## config.mk

```make
export PLATFORM = sky130hd
export DESIGN_NAME = iir_biquad_sequencer
export DESIGN_NICKNAME = d
export VERILOG_FILES = /design/src/rtl/iir_biquad_sequencer_pkg.sv /design/src/rtl/iir_biquad_sequencer_mac_sat.sv /design/src/rtl/iir_biquad_sequencer.sv
export SDC_FILE = /design/constraint.sdc
export NUM_CORES = 2
export LEC_CHECK = 0
export BUFFER_PORTS_ARGS = -buffer_cell sky130_fd_sc_hd__buf_2
export CAP_MARGIN = 10
export CORE_ASPECT_RATIO = 1.1
export CORE_MARGIN = 10
export CORE_UTILIZATION = 65
export CTS_CLUSTER_SIZE = 40
export DETAILED_ROUTE_END_ITERATION = 12
export GPL_ROUTABILITY_DRIVEN = 0
export PLACE_DENSITY_LB_ADDON = 0.3
export SLEW_MARGIN = 10
export SYNTH_ARGS = -nofsm -noshare
export SYNTH_HDL_FRONTEND = slang
export SYNTH_SLANG_ARGS = --single-unit
```

## constraint.sdc

```tcl
create_clock -name clk -period 28.5 [get_ports clk]
set_input_delay 2.85 -clock clk [delete_from_list [all_inputs] [get_ports clk]]
set_output_delay 2.85 -clock clk [all_outputs]
set_load 0.03 [all_outputs]
```

## src/rtl/iir_biquad_sequencer_pkg.sv

```systemverilog
// Shared definitions for the time-multiplexed biquad sequencer:
// FSM state encoding, tap indices and the tap count.
package iir_biquad_sequencer_pkg;

  typedef enum logic [1:0] {
    IDLE = 2'd0,
    MAC  = 2'd1,
    OUT  = 2'd2
  } state_t;

  localparam int NUM_TAPS = 5;

  localparam logic [2:0] TAP_B0 = 3'd0;
  localparam logic [2:0] TAP_B1 = 3'd1;
  localparam logic [2:0] TAP_B2 = 3'd2;
  localparam logic [2:0] TAP_A1 = 3'd3;
  localparam logic [2:0] TAP_A2 = 3'd4;

endpackage

```

## src/rtl/iir_biquad_sequencer_mac_sat.sv

```systemverilog
// One multiply-accumulate step of a biquad tap, plus the output stage
// that rescales the running sum back to sample format with saturation.
// Purely combinational so a cascade can share or replicate it freely.
module iir_mac_sat
  import iir_biquad_sequencer_pkg::*;
#(
  parameter int bitwidth  = 32,
  parameter int frac_bits = 30
) (
  input  logic signed [bitwidth-1:0]   coef,
  input  logic signed [bitwidth-1:0]   operand,
  input  logic                         subtract,
  input  logic signed [2*bitwidth+2:0] acc,
  output logic signed [2*bitwidth+2:0] acc_next,
  output logic signed [bitwidth-1:0]   y_sat
);

  localparam int AW = 2 * bitwidth + 3;

  logic signed [2*bitwidth-1:0] product;
  logic signed [AW-1:0]         product_ext;
  logic signed [AW-1:0]         shifted;

  // Signed product, sign-extended and added to or subtracted from the sum
  always_comb begin
    product     = coef * operand;
    product_ext = {{3{product[2*bitwidth-1]}}, product};
    if (subtract) begin
      acc_next = acc - product_ext;
    end else begin
      acc_next = acc + product_ext;
    end
  end

  // Floor-shift out the coefficient fraction and clamp to the sample range
  always_comb begin
    shifted = acc_next >>> frac_bits;
    if ((&shifted[AW-1:bitwidth-1]) || (~|shifted[AW-1:bitwidth-1])) begin
      y_sat = shifted[bitwidth-1:0];
    end else if (shifted[AW-1]) begin
      y_sat = {1'b1, {(bitwidth-1){1'b0}}};
    end else begin
      y_sat = {1'b0, {(bitwidth-1){1'b1}}};
    end
  end

endmodule

```

## src/rtl/iir_biquad_sequencer.sv

```systemverilog
// Order-2 IIR (biquad) controller: one shared multiplier is stepped over
// the five taps of each sample. Holds the coefficient bank, x/y history
// and the valid/ready handshakes on the input and output streams.
module iir_biquad_sequencer
  import iir_biquad_sequencer_pkg::*;
#(
  parameter int bitwidth  = 32,
  parameter int frac_bits = 30
) (
  input  logic                clk,
  input  logic                rst_n,
  input  logic [bitwidth-1:0] x,
  input  logic                x_valid,
  output logic                x_ready,
  output logic [bitwidth-1:0] y,
  output logic                y_valid,
  input  logic                y_ready,
  input  logic                coef_we,
  input  logic [2:0]          coef_addr,
  input  logic [bitwidth-1:0] coef_wdata,
  input  logic                hist_clr,
  output logic                busy,
  output logic                coef_err
);

  localparam int AW = 2 * bitwidth + 3;
  localparam logic [bitwidth-1:0] UNITY = bitwidth'(1) << frac_bits;

  state_t                     state;
  logic [2:0]                 tap;
  logic signed [AW-1:0]       acc;
  logic signed [AW-1:0]       acc_next;
  logic signed [bitwidth-1:0] x0;
  logic signed [bitwidth-1:0] x1;
  logic signed [bitwidth-1:0] x2;
  logic signed [bitwidth-1:0] y1;
  logic signed [bitwidth-1:0] y2;
  logic signed [bitwidth-1:0] bank [NUM_TAPS];
  logic signed [bitwidth-1:0] tap_coef;
  logic signed [bitwidth-1:0] tap_operand;
  logic                       tap_subtract;
  logic signed [bitwidth-1:0] y_sat;
  logic                       coef_ok;

  assign busy    = (state != IDLE);
  assign x_ready = (state == IDLE) && rst_n;
  assign coef_ok = coef_we && (state == IDLE) && (coef_addr <= TAP_A2);

  // Select the coefficient/operand pair for the tap being accumulated
  always_comb begin
    tap_coef     = bank[0];
    tap_operand  = x0;
    tap_subtract = 1'b0;
    case (tap)
      TAP_B0: begin tap_coef = bank[0]; tap_operand = x0; end
      TAP_B1: begin tap_coef = bank[1]; tap_operand = x1; end
      TAP_B2: begin tap_coef = bank[2]; tap_operand = x2; end
      TAP_A1: begin tap_coef = bank[3]; tap_operand = y1; tap_subtract = 1'b1; end
      TAP_A2: begin tap_coef = bank[4]; tap_operand = y2; tap_subtract = 1'b1; end
      default: begin tap_coef = bank[0]; tap_operand = x0; end
    endcase
  end

  iir_mac_sat #(
    .bitwidth  (bitwidth),
    .frac_bits (frac_bits)
  ) u_mac_sat (
    .coef     (tap_coef),
    .operand  (tap_operand),
    .subtract (tap_subtract),
    .acc      (acc),
    .acc_next (acc_next),
    .y_sat    (y_sat)
  );

  // Coefficient bank: reset to pass-through, writable only while idle
  always_ff @(posedge clk or negedge rst_n) begin
    if (!rst_n) begin
      bank[0] <= UNITY;
      for (int i = 1; i < NUM_TAPS; i++) begin
        bank[i] <= '0;
      end
    end else if (coef_ok) begin
      for (int i = 0; i < NUM_TAPS; i++) begin
        if (coef_addr == 3'(i)) begin
          bank[i] <= coef_wdata;
        end
      end
    end
  end

  // Flag for one cycle any write that the bank refused
  always_ff @(posedge clk or negedge rst_n) begin
    if (!rst_n) begin
      coef_err <= 1'b0;
    end else begin
      coef_err <= coef_we && !coef_ok;
    end
  end

  // Sample sequencer: accept, five MAC steps, hold result until consumed
  always_ff @(posedge clk or negedge rst_n) begin
    if (!rst_n) begin
      state   <= IDLE;
      tap     <= '0;
      acc     <= '0;
      x0      <= '0;
      x1      <= '0;
      x2      <= '0;
      y1      <= '0;
      y2      <= '0;
      y       <= '0;
      y_valid <= 1'b0;
    end else begin
      case (state)
        IDLE: begin
          if (hist_clr) begin
            x1 <= '0;
            x2 <= '0;
            y1 <= '0;
            y2 <= '0;
          end
          if (x_valid) begin
            x0    <= x;
            acc   <= '0;
            tap   <= '0;
            state <= MAC;
          end
        end
        MAC: begin
          acc <= acc_next;
          if (tap == TAP_A2) begin
            y       <= y_sat;
            y_valid <= 1'b1;
            x2      <= x1;
            x1      <= x0;
            y2      <= y1;
            y1      <= y_sat;
            tap     <= '0;
            state   <= OUT;
          end else begin
            tap <= tap + 3'd1;
          end
        end
        OUT: begin
          if (y_ready) begin
            y_valid <= 1'b0;
            state   <= IDLE;
          end
        end
        default: state <= IDLE;
      endcase
    end
  end

endmodule
```

==> tab_implementation.tex <==
\begin{tabular}{lr}
\hline
Metric & Value \\
\hline
\multicolumn{2}{l}{\textbf{Synth}} \\
Cell with the most instances after synthesis & fa\_1 \\
Cells taking the most area after synthesis & fa\_1, dfrtp\_1, inv\_1 \\
Proportion of register bits with asynchronous set or reset after synthesis & 1.00 \\
Most frequently used flop master after synthesis & dfrtp\_1 \\
Most area-hungry cell type in the Yosys netlist & fa\_1 \\
Unique masters post-synth & 87 \\
Warning count from the yosys run & 0 \\
Netlist area before placement & 59000 um\^{}2 \\
Synthesized net count & 7782 \\
Portion of the post-synthesis area used by sequential elements & 0.181 \\
EDFF count, synth & 0 \\
Mean cell area of the mapped netlist & just over 9 um\^{}2 \\
Area share of the largest cell type after synthesis & 0.367 \\
Number of instances in the synthesized netlist & between 6000 and 7000 \\
Top post-synthesis cells by count & fa\_1, inv\_1, nand2\_1, nor2\_1, dfrtp\_1 \\
Number of synthesized register bits & 426 \\
\multicolumn{2}{l}{\textbf{Place}} \\
Total placed instance area & around 61000 um\^{}2 \\
Number of port buffers & 108 \\
Half-perimeter wire length after detailed placement & 142000 um \\
\multicolumn{2}{l}{\textbf{Clock tree}} \\
Post\_cts resized & 0 \\
Clock root cell & clkbuf\_16 \\
Number of buffers on the longest clock path & 3 \\
Worst-Skew Late Latency & just over 600 ps \\
Count of clock tree sinks & 426 \\
Setup bufs post-CTS & 0 \\
Hold bufs inserted after CTS & 0 \\
Clock transition at the registers of the reported paths & 70 ps \\
H-tree lvl count & 2 \\
Clock tree from TritonCTS & yes \\
Number of buffers created by CTS & 43 \\
\multicolumn{2}{l}{\textbf{Global route}} \\
Total overflow reported by the global router & 0 \\
GRT Resource Usage Total & 0.363 \\
Maximum number of pins on one net before global-route repair & between 150 and 200 \\
First-pass GRT wire length & between 200000 and 300000 um \\
Number of global-route vias before repair & approximately 50000 \\
Number of antenna violations at the first check in global routing & 7 \\
\multicolumn{2}{l}{\textbf{Route}} \\
Routed len/inst & 24.7 um \\
Sum of routed wire length over all layers & 183000 um \\
DRC viols & 0 \\
Antenna-violating nets left & 0 \\
Number of vias per cell after detailed routing & 6.42 \\
Violation count after the first detailed-routing iteration & between 5000 and 6000 \\
Via total after detailed routing & 47800 \\
Initial DRT Pass Iterations & 6 \\
\multicolumn{2}{l}{\textbf{Floorplanning}} \\
Effective utilization at floorplan & 0.658 \\
Number of placed I/O pins & 109 \\
Placeable core region & approximately 90000 um\^{}2 \\
Placement Rows & 115 \\
Die Y-Extent & 336 um \\
Die area & 103000 um\^{}2 \\
Die Wd & 307 um \\
\multicolumn{2}{l}{\textbf{Cells and area}} \\
Post-Route Utilization & 0.693 \\
Total area of multi-input combinational cells & 43800 um\^{}2 \\
Cell area after layout & between 60000 and 70000 um\^{}2 \\
Area growth, synth to finish & 5.46\% \\
Filler Cell Count & about 6700 \\
Fraction of final layout cells with drive strength greater than 1 & 0.0911 \\
Final Net Count & 7647 \\
Sequential cell area & approximately 11000 um\^{}2 \\
\multicolumn{2}{l}{\textbf{STA}} \\
Tightest slew margin relative to the limit & 0.163 \\
Setup violation total in the final timing report & 0 \\
Worst Tran Pin Value & 1250 ps \\
Final worst path period need & about 16000 ps \\
Unrepaired setup endpoints after global routing & no \\
Share of the clock period used by the worst path after layout & 0.572 \\
Slew Limit Fails & 0 \\
F\_max & a little over 0.06 GHz \\
Final sum of negative setup slack & 0 ps \\
Hold Violations, Final & 0 \\
Worst clock skew & 48.7 ps \\
\multicolumn{2}{l}{\textbf{Critical path}} \\
Required time at the endpoint of the critical path & 29020 ps \\
Crit path launch type & register \\
Maximum fanout along the worst path & 65 \\
CP endpoint kind & register \\
Worst path buffer plus inverter count & 5 \\
R2R Path Start & tap[2] \\
Startpoint-to-endpoint class of the critical path & reg -> reg \\
Most frequent cell on the critical path & fa\_1 \\
Worst reg-to-reg path cell count & 45 \\
Crit-path leading delay family & compound AO/OA/AOI/OAI gates \\
Reg-to-Reg End & y1[8] \\
Arrival time at the worst endpoint & 16820 ps \\
Master of the slowest instance on the critical path & a31oi\_4 \\
Crit path launch & tap[2] \\
Stage delay of the slowest cell on the critical path & 900 ps \\
R2R Setup Slk & 12200 ps \\
\multicolumn{2}{l}{\textbf{Worst hold path}} \\
Terminating pin of the worst hold path & y2[31] \\
Worst Hold Path Cells & 2 \\
Path class of the lowest-slack min-delay path & reg -> reg \\
Worst Hold Launch & y2[31] \\
\multicolumn{2}{l}{\textbf{Status}} \\
Outcome & finished, final reports clean \\
\multicolumn{2}{l}{\textbf{Flow run}} \\
Reported max-cap violation count & 0 \\
\hline
\end{tabular}
==> final cells by class <==
type                       instances  area share
multi-input combinational       4616       0.704
sequential                       426       0.171
inverter                         961      0.0579
tap                             1170      0.0235
clock buffer                      53      0.0190
timing repair buffer             187      0.0189
clock inverter                    25     0.00510
antenna                            5    0.000201
==> metrics by stage <==
step	hold slack, ps	std cells	worst slack [ps]
finish	485	7443	12200
global route	513	7440	11450
floorplan	449	6370	15400
CTS	489	7437	12550
detailed placement	470	7359	12760
global placement	462	7359	13220
==> state kept, by name (all words and copies together), names as in the netlist <==
| register | flops |
|---|---|
| x2 | 32 |
| y_valid | 1 |
| x0 | 32 |
| y | 32 |
| acc | 67 |
| bank | 160 |
| x1 | 32 |
| tap | 3 |
| y1 | 32 |
| coef_err | 1 |
| y2 | 32 |
| state | 2 |
==> cell families (layout without fill, tap and decap cells) <==
kind of cell / Yosys count / after routing / share of synthesized area
AND/OR/NAND/NOR: 1891 / 1891 / 0.134
other: 0 / 5 / 0
XOR/XNOR: 179 / 179 / 0.0268
flip-flops: 426 / 426 / 0.181
adder cells (fa/ha/maj): 1339 / 1339 / 0.422
buffers and inverters: 1328 / 1226 / 0.0854
AO/OA/AOI/OAI: 1039 / 1039 / 0.120
multiplexers: 168 / 168 / 0.0320
==> routing by layer <==
layer  wire [um]  up-vias  GRT usage
met1       64400    24000      0.451
li1            -    20100          -
met2       81100     3044      0.552
met5          13        -          0
met3       22000      734     0.0950
met4       15900        2      0.254
==> cells in the final DEF (no fill, tap or decap), types with 126 or more instances in the layout <==
cell | synthesis | routed
fa_1 | 1083 | 1083
inv_1 | 961 | 961
nand2_1 | 896 | 895
nor2_1 | 650 | 649
dfrtp_1 | 425 | 425
ha_1 | 256 | 255
o21ai_0 | 200 | 199
a21oi_1 | 176 | 175
mux2_2 | 164 | 164
a22oi_1 | 127 | 126
==> worst register-to-register path: cells and delay by family (launching register included) <==
family          cells  cell delay, ps
flops               1             540
simple gates        9            2480
buf+inv             5            1990
xor+xnor            1             180
compound gates     19            5680
fa+ha+maj          11            5330
==> worst max path at each step <==
stage	to	slack, ps	cells after the start
after floorplan	y1[2]	15400	50
after global placement	y[3]	13220	50
after detailed placement	y1[11]	12760	44
after CTS	y1[8]	12550	49
after global routing	y[11]	11450	50
final	y1[8]	12200	45
Power is left out: the tool's default activity adds up to more than one toggle a clock period on the data nets, which glitch-free logic cannot reach.
